--- config.mk ---
export PLATFORM = sky130hd
export DESIGN_NAME = cmp_result_monitor
export DESIGN_NICKNAME = d
export VERILOG_FILES = /design/src/rtl/cmp_result_monitor.sv
export SDC_FILE = /design/constraint.sdc
export NUM_CORES = 1
export LEC_CHECK = 0
export BUFFER_PORTS_ARGS = -buffer_cell sky130_fd_sc_hd__buf_2
export CAP_MARGIN = 5
export CORE_ASPECT_RATIO = 1.75
export CORE_MARGIN = 2
export CORE_UTILIZATION = 59
export DETAILED_ROUTE_END_ITERATION = 8
export GPL_TIMING_DRIVEN = 0
export PLACE_DENSITY = 0.87
export SYNTH_ARGS = -nofsm -noshare
export SYNTH_HDL_FRONTEND = slang
export SYNTH_SLANG_ARGS = --single-unit
--- constraint.sdc ---
create_clock -name clk -period 2.7 [get_ports clk]
set_clock_uncertainty 0.05 [all_clocks]
set_input_delay 0.135 -clock clk [delete_from_list [all_inputs] [get_ports clk]]
set_output_delay 0.135 -clock clk [all_outputs]
set_load 0.005 [all_outputs]
--- src/rtl/cmp_result_monitor.sv ---
// cmp_result_monitor
//   Consumes the lt/gr/eq flags of a magnitude comparator. Each valid sample
//   is classified as legal (exactly one flag set) or illegal. Legal samples
//   bump a saturating per-outcome counter and drive a streak FSM that raises
//   match_lock after STREAK_LEN consecutive legal eq samples. Illegal samples
//   set a sticky err and change nothing else. All status is registered, with a
//   1-cycle latency from the sampling edge.
//
//   state  | meaning
//   -------+-----------------------------------------------------------
//   IDLE   | no eq run in progress, streak = 0
//   TRACK  | eq run in progress, 1 <= streak < STREAK_LEN
//   LOCKED | STREAK_LEN consecutive eq seen, match_lock = 1
//
// Ports
//   clk, rst        rising-edge clock, asynchronous active-high reset
//   in_valid        lt/gr/eq carry a sample this cycle
//   lt, gr, eq      comparator flags
//   clr             synchronous clear; wins over a same-cycle sample
//   lt_cnt/gr_cnt/eq_cnt  saturating outcome counters
//   match_lock      high while in LOCKED
//   err             sticky flag for a non-one-hot valid sample
module cmp_result_monitor #(
  parameter int CNT_W      = 8,
  parameter int STREAK_LEN = 4
) (
  input  logic             clk,
  input  logic             rst,
  input  logic             in_valid,
  input  logic             lt,
  input  logic             gr,
  input  logic             eq,
  input  logic             clr,
  output logic [CNT_W-1:0] lt_cnt,
  output logic [CNT_W-1:0] gr_cnt,
  output logic [CNT_W-1:0] eq_cnt,
  output logic             match_lock,
  output logic             err
);

  localparam int SW = $clog2(STREAK_LEN + 1);

  localparam logic [1:0] IDLE   = 2'd0;
  localparam logic [1:0] TRACK  = 2'd1;
  localparam logic [1:0] LOCKED = 2'd2;

  localparam logic [CNT_W-1:0] CNT_MAX    = {CNT_W{1'b1}};
  localparam logic [SW-1:0]    STREAK_END = SW'(STREAK_LEN);
  localparam logic [SW-1:0]    STREAK_ONE = SW'(1);

  logic [1:0]    state;
  logic [SW-1:0] streak;
  logic          one_hot;
  logic          legal;
  logic          illegal;

  // Odd parity excludes 0 and 2 flags set; the AND term excludes all three.
  assign one_hot = (lt ^ gr ^ eq) & ~(lt & gr & eq);
  assign legal   = in_valid & one_hot;
  assign illegal = in_valid & ~one_hot;

  assign match_lock = (state == LOCKED);

  always_ff @(posedge clk or posedge rst) begin
    if (rst) begin
      lt_cnt <= '0;
      gr_cnt <= '0;
      eq_cnt <= '0;
      err    <= 1'b0;
    end else if (clr) begin
      lt_cnt <= '0;
      gr_cnt <= '0;
      eq_cnt <= '0;
      err    <= 1'b0;
    end else begin
      if (illegal) err <= 1'b1;
      if (legal && lt && lt_cnt != CNT_MAX) lt_cnt <= lt_cnt + 1'b1;
      if (legal && gr && gr_cnt != CNT_MAX) gr_cnt <= gr_cnt + 1'b1;
      if (legal && eq && eq_cnt != CNT_MAX) eq_cnt <= eq_cnt + 1'b1;
    end
  end

  always_ff @(posedge clk or posedge rst) begin
    if (rst) begin
      state  <= IDLE;
      streak <= '0;
    end else if (clr) begin
      state  <= IDLE;
      streak <= '0;
    end else if (legal) begin
      case (state)
        IDLE: begin
          if (eq) begin
            streak <= STREAK_ONE;
            state  <= (STREAK_LEN == 1) ? LOCKED : TRACK;
          end
        end
        TRACK: begin
          if (eq) begin
            streak <= streak + 1'b1;
            if (streak + 1'b1 == STREAK_END) state <= LOCKED;
          end else begin
            streak <= '0;
            state  <= IDLE;
          end
        end
        LOCKED: begin
          if (!eq) begin
            streak <= '0;
            state  <= IDLE;
          end
        end
        default: begin
          streak <= '0;
          state  <= IDLE;
        end
      endcase
    end
  end

endmodule

==> summary.txt <==
CTS
  – Post_cts resized: 0
  – Clock sink count: 30
  – Later-pin clock latency in the skew report: 280 ps
  – CTS clk-pin slew, worst paths: 60 ps
  – CTS tree: yes
  – Num CTS Buffers: 5
  – Longest Clk Path Bufs: 2
  – Hold buffer count at cts: 0
  – Clock root buffer: clkbuf_8
  – H-tree levels: 2
  – Postcts setup bufs: 0

Global routing
  – Total track usage: 26.8%
  – Via count of the first global-routing pass: roughly 1500
  – Initial antenna violation count: 0
  – Grt total ovfl: 0
  – First-pass GRT wire length: between 6 and 7 mm
  – Largest net degree at the start of global routing: 31

Yosys
  – Synth area leaders: dfrtp_1, a21oi_1, ha_1
  – Distinct cells, synth: 45
  – Most instantiated cells after synthesis: dfrtp_1, a21oi_1, nor2_1, nand2_1, o21ai_0
  – Post-synth EDFFs: 0
  – Cell count after synthesis: 182
  – Main synth FF type: dfrtp_1
  – Syn Nets: 195
  – Number of register bits inferred by synthesis: 30
  – Post-synth ARST share: 100%
  – Synth top area share: 43.7%
  – Most frequent cell after synthesis: dfrtp_1
  – Register area share after synthesis: 43.7%
  – Synth Area per Inst: 9.45 µm²
  – Cell area after synthesis: 1720 µm²
  – Largest area contributor in the netlist: dfrtp_1
  – Yosys warns: 0

Floorplanning
  – Core box area: 2750 µm²
  – Die width: 44.8 µm
  – Row cnt: 25
  – Die area: 3380 µm²
  – Io pins: 33
  – Die height: 75.4 µm
  – Starting Density: approximately 62%

Worst setup path
  – Crit-path slowest cell: or3b_2
  – Crit path launch type: flip-flop
  – Critical path class: flip-flop to flip-flop
  – Worst r2r src: gr_cnt[0]
  – CP arrival: about 2000 ps
  – Critical Path RT: 2860 ps
  – Element type at the critical path end: flip-flop
  – Reg-to-reg setup timing slack: 860 ps
  – Cell Chain, Critical Path: ha_1 -> nand3_1 -> or3b_2 -> or3_1 -> a21oi_1
  – Worst Reg-to-Reg Cells: 5
  – CP peak stage delay: 460 ps
  – Reg-to-Reg End: gr_cnt[7]
  – Crit-path max FO: 5

Timing
  – RSZ-0062 raised after global routing: false
  – Slew Limit Fails: 0
  – Sum of negative setup slack: 0 ps
  – Hold slack: approximately 76 ps
  – Worst slew pin tran: 1100 ps
  – Headroom to the max-slew limit: 26.5%
  – Hold Fails Final Rpt: 0
  – Final Setup Violations: 0
  – Final period utilization: 68.3%
  – Fmax: 542 MHz
  – Final worst path period need: approximately 1800 ps

Hold path
  – Hold Crit Class: input port to asynchronous set/reset pin

Place
  – Port buffer count: 31
  – Placed Cells: 240
  – Final estimated routing congestion in global placement: 0.799
  – Post-detailed-placement half-perimeter wirelength: ~3.0 mm

Cells and area
  – N_diodes: 0
  – Fill cell count: 209
  – Synth-to-Final Area Change: 16.3%
  – Finished Layout Cells: 248
  – FF/Latch Area: 751 µm²
  – Fin nets: ~230
  – Layout cell share with drive strength beyond 1: 20.4%
  – Area of the multi-input gates: 915 µm²
  – Util after Layout: between 70 and 80%

Route
  – Iteration-0 DRC count of the detailed router: 25
  – DR DRC count: 0
  – DRT antenna net count: 0
  – Detailed-route vias per instance: roughly 6.5
  – WL/cell: 16.2 µm
  – DR pass1 iterations: 4
  – Detailed Route WL: 4.02 mm
  – Routed via count: approximately 1600

Power
  – Lkg Pwr: 0.000975 µW
  – Flop pwr share: 51.0%
  – Worst vdd ir: between 400 and 500 µV
  – Cell Pwr Density: 454 nW/µm²
  – Comb power frac: about 8%
  – Clock power frac: 40.8%
  – Switch share: around a quarter
  – Internal power: 687 µW
  – Sw power: 220 µW

Job
  – Max cap viols: 0

Outcome
  – Status: completed
==> cell usage in the layout (no fill, tap or decap), types with 2 or more instances in the layout <==
| master | Yosys | final |
|---|---|---|
| a21oi_1 | 17 | 17 |
| clkbuf_1 | 3 | 4 |
| xor2_1 | 6 | 6 |
| ha_1 | 6 | 6 |
| o21ai_0 | 11 | 11 |
| nand3_1 | 9 | 9 |
| or4_1 | 5 | 5 |
| mux2i_1 | 3 | 3 |
| nand4_1 | 4 | 4 |
| inv_1 | 5 | 5 |
| or3_1 | 7 | 7 |
| o31ai_1 | 5 | 5 |
| nand2_1 | 12 | 12 |
| and2_1 | 2 | 2 |
| nor2b_1 | 5 | 5 |
| nand2b_1 | 3 | 3 |
| dfrtp_1 | 30 | 30 |
| o41ai_1 | 2 | 2 |
| and3_1 | 6 | 6 |
| o211ai_1 | 3 | 3 |
| buf_2 | 1 | 32 |
| o311ai_0 | 2 | 2 |
| clkbuf_8 | 0 | 6 |
| nor2_1 | 13 | 13 |
==> worst max-delay path: cells and delay by family, from the launching register on <==
kind            cells  cell delay, ps
compound gates      1             140
flops               1             410
fa+ha+maj           1             250
simple gates        3             910
==> kinds of logic (layout without fill, tap and decap cells) <==
logic type,count (synthesis),in the layout,share of synthesized area (%)
simple gates,75,75,25.0
compound gates,51,51,19.1
flops,30,30,43.7
buf+inv,11,50,3.13
fa+ha+maj,6,6,4.37
xor+xnor,6,6,3.06
mux,3,3,1.75
==> worst max-delay path by stage <==
stage	slack, ps	from	to
2_1_floorplan	960	lt	lt_cnt[5]
3_3_place_gp	730	lt	gr_cnt[6]
3_5_place_dp	670	lt	gr_cnt[6]
4_1_cts	860	gr_cnt[0]	gr_cnt[7]
5_1_grt	780	eq_cnt[0]	eq_cnt[1]
6_report	860	gr_cnt[0]	gr_cnt[7]
==> power by group through the flow <==
stage	registers [µW]	logic, µW	clock network (µW)
global route	463	83.0	389
detailed placement	470	74.4	0
global placement	470	70.8	0
finish	462	74.0	370
floorplan	469	49.0	0
CTS	462	74.9	375
==> sequential cells by signal, summed over array words and instances, names as in the netlist <==
register  cells
eq_cnt        8
err           1
gr_cnt        8
lt_cnt        8
state         2
streak        3
==> per-layer routing <==
layer,vias to the layer above,routed length (µm),global-route usage [%]
li1,759,-,-
met1,791,1480,29.5
met2,49,2190,49.0
met3,11,257,5.92
met4,0,92,10.1
met5,-,0,0
==> stage by stage <==
step / area (µm²) / setup slack [ps] / total power, µW
2_1_floorplan: 1720 / 960 / 518
3_3_place_gp: 1910 / 731 / 540
3_5_place_dp: 1910 / 667 / 544
4_1_cts: 2000 / 861 / 912
5_1_grt: 2000 / 781 / 935
6_report: 2000 / 856 / 907
==> final cells by class <==
cell class                 instances  share of cell area (%)
inverter                           5                   0.939
clock inverter                     1                   0.250
buffer                             6                    1.75
sequential                        30                    37.5
clock buffer                       7                    4.32
tap                               27                    1.69
multi-input combinational        141                    45.7
timing repair buffer              31                    7.76
No activity file was read; power rests on OpenSTA's default activity.
